[src/rtl/pc_sequencer.sv]
`timescale 1ns/1ps
// pc_sequencer
//   Holds the SPARCv8 PC/nPC pair and implements delayed control transfer,
//   annulled delay slots, direct load and a two-cycle trap entry
//   (save PC/nPC, then vector).
//
// Ports
//   clk          system clock, rising edge
//   rst          asynchronous active-low reset
//   step         retire current instruction, advance PC/nPC
//   xfer         with step: delayed control transfer to xfer_target
//   xfer_target  transfer destination (must be word aligned)
//   annul        with step: annul the next instruction
//   ld           direct load of PC from ld_pc
//   ld_pc        direct-load value
//   trap_req     trap request, level, held until trap_ack
//   trap_vec     trap vector, stable from trap_req until trap_ack
//   pc, npc      current and next PC
//   slot_annul   instruction at pc is annulled
//   saved_pc     PC captured at trap entry
//   saved_npc    nPC captured at trap entry
//   busy         trap sequence in progress
//   trap_ack     one-cycle pulse, trap vector loaded
//   align_err    one-cycle pulse, misaligned transfer suppressed
//   fsm_state    current sequencer state (RUN=0, TRAP_SAVE=1, TRAP_VEC=2)
//
// Handshake: trap_req is a level request; the sequencer answers with a
// single-cycle trap_ack in the cycle the vector PC becomes visible. A
// request still high in that cycle is taken as a new trap.

module pc_sequencer #(
   parameter int          AW       = 32,
   parameter logic [AW-1:0] RESET_PC = '0,
   parameter int          INC      = 4
) (
   input  logic          clk,
   input  logic          rst,
   input  logic          step,
   input  logic          xfer,
   input  logic [AW-1:0] xfer_target,
   input  logic          annul,
   input  logic          ld,
   input  logic [AW-1:0] ld_pc,
   input  logic          trap_req,
   input  logic [AW-1:0] trap_vec,
   output logic [AW-1:0] pc,
   output logic [AW-1:0] npc,
   output logic          slot_annul,
   output logic [AW-1:0] saved_pc,
   output logic [AW-1:0] saved_npc,
   output logic          busy,
   output logic          trap_ack,
   output logic          align_err,
   output logic [1:0]    fsm_state
);

   localparam logic [AW-1:0] INC_W = AW'(INC);

   typedef enum logic [1:0] {
      RUN       = 2'd0,
      TRAP_SAVE = 2'd1,
      TRAP_VEC  = 2'd2
   } state_t;

   state_t state;

   assign busy      = (state != RUN);
   assign fsm_state = state;

   always_ff @(posedge clk or negedge rst) begin
      if (!rst) begin
         state      <= RUN;
         pc         <= RESET_PC;
         npc        <= RESET_PC + INC_W;
         slot_annul <= 1'b0;
         saved_pc   <= '0;
         saved_npc  <= '0;
         trap_ack   <= 1'b0;
         align_err  <= 1'b0;
      end else begin
         trap_ack  <= 1'b0;
         align_err <= 1'b0;
         case (state)
            RUN: begin
               if (trap_req) begin
                  // The trap wins over a simultaneous step: that instruction
                  // is not retired, so pc/npc are saved as they stand.
                  state <= TRAP_SAVE;
               end else if (ld) begin
                  pc         <= ld_pc;
                  npc        <= ld_pc + INC_W;
                  slot_annul <= 1'b0;
               end else if (step) begin
                  if (slot_annul) begin
                     // Annulled instruction: plain advance, xfer/annul dropped.
                     pc         <= npc;
                     npc        <= npc + INC_W;
                     slot_annul <= 1'b0;
                  end else if (!xfer) begin
                     pc         <= npc;
                     npc        <= npc + INC_W;
                     slot_annul <= annul;
                  end else if (xfer_target[1:0] == 2'b00) begin
                     pc         <= npc;
                     npc        <= xfer_target;
                     slot_annul <= annul;
                  end else begin
                     // Misaligned target: nothing moves; control logic
                     // follows up with a trap request.
                     align_err <= 1'b1;
                  end
               end
            end
            TRAP_SAVE: begin
               saved_pc  <= pc;
               saved_npc <= npc;
               state     <= TRAP_VEC;
            end
            TRAP_VEC: begin
               pc         <= trap_vec;
               npc        <= trap_vec + INC_W;
               slot_annul <= 1'b0;
               trap_ack   <= 1'b1;
               state      <= RUN;
            end
            default: state <= RUN;
         endcase
      end
   end

endmodule

[config.mk]
export PLATFORM = sky130hd
export DESIGN_NAME = pc_sequencer
export DESIGN_NICKNAME = d
export VERILOG_FILES = /design/src/rtl/pc_sequencer.sv
export SDC_FILE = /design/constraint.sdc
export NUM_CORES = 1
export LEC_CHECK = 0
export BUFFER_PORTS_ARGS = -buffer_cell sky130_fd_sc_hd__buf_2
export CAP_MARGIN = 0
export CORE_MARGIN = 1.5
export CORE_UTILIZATION = 55
export DETAILED_ROUTE_END_ITERATION = 16
export PLACE_DENSITY_LB_ADDON = 0.12
export SYNTH_ARGS = -nofsm -noshare
export SYNTH_HDL_FRONTEND = slang
export SYNTH_SLANG_ARGS = --single-unit
[constraint.sdc]
create_clock -name clk -period 5.4 [get_ports clk]
set_input_delay 1.08 -clock clk [delete_from_list [all_inputs] [get_ports clk]]
set_output_delay 1.08 -clock clk [all_outputs]
set_load 0.03 [all_outputs]
==> summary.txt <==
Status
  – Status: finished clean

Timing
  – Setup tns final: 0 ns
  – Hold Fails Final Rpt: 0
  – Portion of the clock cycle consumed by the worst path in the final layout: 0.551
  – Setup repair after global routing missed its margin: no
  – Endpoints failing setup: 0
  – Worst Tran Pin Value: 1.15 ns
  – Minimum clock period after layout: 2.97 ns
  – Rel. slew slack: 0.229
  – Maximum clock frequency: approximately 340 MHz
  – Worst hold margin: 0.486 ns
  – Max-slew violation count: 0
  – Clock Skew: ~0.0074 ns

Synthesis
  – Proportion of register bits with asynchronous set or reset after synthesis: 1.00
  – Fraction of the yosys area taken by sequential cells: 0.414
  – Area fraction of the dominant cell type after synthesis: 0.411
  – Top_reg_cell synth: dfrtp_1
  – Post-synthesis instance total: 867
  – Mean post-synth cell area: 9.27 um2
  – Distinct cell type count of the synthesized netlist: 73
  – Cell type with the largest total area after synthesis: dfrtp_1
  – Top area cells in the synthesized netlist: dfrtp_1 (41%), mux2_2 (8.4%), xnor2_1 (4.7%), o21ai_0 (4.5%), nand2_1 (3.9%)
  – Total of warnings raised by yosys: 0
  – Summed instance area of the synthesized netlist: 0.00804 mm2
  – Synthesized Nets: around 1000
  – Number of register bits inferred by synthesis: roughly 130
  – Number of synthesized flops with an enable pin: 0

Place
  – Gpl congestion: 0.947
  – Placed Instances: 1232
  – Number of port buffers: 236
  – Post-detailed-placement half-perimeter wirelength: around 17 mm

Floorplanning
  – Core Rows: 43
  – Std-Cell Core Area: 0.0141 mm2
  – Y dimension of the die: 124 um
  – Initial cell density of the core: 0.570
  – Floorplan die width: roughly 120 um
  – I/O Pins: around 240
  – Die ar.: 0.0153 mm2

Setup path
  – Worst Setup End Kind: flip-flop
  – Worst reg-to-reg setup slack: 2.74 ns
  – Worst path arrival time: 3.31 ns
  – Required time at the worst-slack endpoint: 5.74 ns
  – Cell-by-cell trace of the critical path: buf_2, buf_4, nor2_1, nand2_1, o41ai_1, a2bb2oi_1, o211ai_1
  – Top fanout value on the critical path: 71
  – Type of origin of the critical path: primary input
  – Reg-to-Reg Start: fsm_state[0]
  – Capture instance of the worst register-to-register path: npc[30]
  – Highest cell delay on the worst timing path: 0.72 ns
  – Crit Path Class: primary input to flip-flop
  – Highest-delay cell along the critical path: nor2_1
  – R2R cell count: 8

GRT
  – Overall Global Routing Usage: 0.334
  – Initial antenna violation count: 2
  – Remaining global-route overflow: 0
  – Via count of the first global-routing pass: 7458
  – Pin count of the biggest net entering global routing: 85
  – First-pass GRT wire length: 38.9 mm

Pwr
  – Cell area power density: ~540 mW/mm2
  – Leak Pwr: around 0.0045 uW
  – Worst voltage drop across the vdd grid: 0.000433 V
  – Sw Pwr: 2390 uW
  – Switching portion of total power: 0.448
  – Portion of total power attributed to the clock network: 0.223
  – Portion of total power attributed to combinational logic: 0.438
  – Total internal power: 2960 uW
  – Part of the power in registers: 0.340
  – Final Power: 5350 uW

Clock tree
  – Clock latency at the later pin of the worst-skew pair: 0.42 ns
  – Max Root-Sink Buffers: 2
  – Setup Fix Bufs, Post-CTS: 0
  – Clock transition at the register clock pins on the worst setup and hold paths after CTS: 0.06 ns
  – Clock buffer count from CTS: 17
  – Clock sinks: about 130
  – Hold-fix buffers, CTS: 0
  – CTS H-tree depth: 4
  – Library cell used as clock root buffer: clkbuf_16
  – TritonCTS clock tree: done
  – Total of cells resized after clock tree synthesis: 0

Min path
  – Worst Hold End: saved_npc[22]
  – Worst min path class: flip-flop to flip-flop
  – Number of instances on the worst hold path: 2
  – Hold Crit Start: saved_npc[22]

Job
  – Count of max-cap constraint violations: 0

Detailed routing
  – Total detailed-routing wirelength: 25.0 mm
  – Detailed Route Iter0 Violations: around 760
  – Vias per inst: just over 6
  – Wire length per cell after detailed routing: 19.8 um
  – Count of unresolved DRC violations after routing: 0
  – Vias: roughly 7800
  – Pre-antenna DRT Iters: 5
  – Post-route antenna net violation count: 0

Final layout
  – Non-filler cells, final: 1263
  – Filler instances: 1164
  – Share of final-layout standard cells stronger than drive strength 1: 0.329
  – # nets final: around 1200
  – Synth-to-Final Area Change: 22.5%
area by class of cell:
type | count | area (um2) | share of cell area
Antenna cell | 1 | 2.50 | 0.000254
Clock buffer | 19 | 433 | 0.0440
Clock inverter | 11 | 160 | 0.0163
Inverter | 16 | 60.1 | 0.00610
Multi-Input combinational cell | 659 | 4390 | 0.446
Sequential cell | 133 | 3330 | 0.338
Tap cell | 180 | 225 | 0.0229
Timing Repair Buffer | 244 | 1250 | 0.127
per-stage QoR:
step	utilization	worst slack, ns	area (um2)
4_1_cts	0.698	2.46	9840
6_report	0.699	2.43	9850
3_5_place_dp	0.656	2.04	9250
3_3_place_gp	0.656	2.20	9250
5_1_grt	0.698	2.22	9840
2_1_floorplan	-	2.81	8040
logic make-up after synthesis:
kind of cell	count (synthesis)	synth area share
adder cells (fa/ha/maj)	3	0.00467
multiplexers	90	0.121
flip-flops	133	0.414
AO/OA/AOI/OAI	204	0.154
AND/OR/NAND/NOR	291	0.188
XOR/XNOR	71	0.0774
buffers and inverters	75	0.0406
flip-flops by register name, indices dropped and copies added (netlist names):
| register | flops |
|---|---|
| saved_pc | 32 |
| saved_npc | 32 |
| align_err | 1 |
| npc | 32 |
| slot_annul | 1 |
| pc | 32 |
| fsm_state | 2 |
| trap_ack | 1 |
cell usage after synthesis (all sizes together) (15+ instances only):
cell type / n
a21oi: 56
xnor2: 43
nand3: 29
o21ai: 76
dfrtp: 132
nor3: 20
mux2: 60
inv: 15
nand4: 19
nor2: 75
buf: 23
nand2: 85
xor2: 28
mux2i: 30
clkbuf: 36
cell usage in the layout, fill, tap and decap left out, types with 11 or more instances in the layout:
master,Yosys,routed
a21oi_1,55,55
a31oi_1,12,12
and2_1,11,11
and3_1,12,12
and4_1,11,11
buf_2,13,235
clkbuf_16,0,17
dfrtp_1,132,132
inv_1,15,15
mux2_2,60,60
mux2i_1,30,30
nand2_1,84,84
nand3_1,25,25
nand4_1,17,17
nor2_1,73,73
nor3_1,19,19
o21ai_0,73,73
xnor2_1,43,43
xor2_1,28,28
layer usage:
| layer | vias up | global-route usage | share of wire |
|---|---|---|---|
| li1 | 3526 | - | - |
| met1 | 3718 | 0.448 | 0.42 |
| met2 | 449 | 0.521 | 0.45 |
| met3 | 61 | 0.0884 | 0.10 |
| met4 | 2 | 0.121 | 0.028 |
| met5 | - | 0 | 0.00068 |
worst max-delay path: cells and delay by family:
family,cells,cell delay (ns)
AND/OR/NAND/NOR,2,1.06
AO/OA/AOI/OAI,3,0.64
buffers and inverters,2,0.50
worst max-delay path by stage:
stage,end,cells after the start,slack [ns],start
finish,npc[30],7,2.43,ld
CTS,npc[30],7,2.46,ld
detailed placement,npc[30],7,2.04,ld
global placement,npc[30],7,2.20,ld
global route,npc[30],7,2.22,ld
floorplan,npc[20],8,2.81,ld_pc[2]
power by group through the flow:
stage,sequential (uW),clock [uW],combinational [uW]
floorplan,2580,0,809
global placement,1810,0,2290
detailed placement,1820,0,2330
CTS,1810,1200,2340
global route,1880,1250,2520
finish,1820,1190,2340
Power figures use the tool's default switching activity.
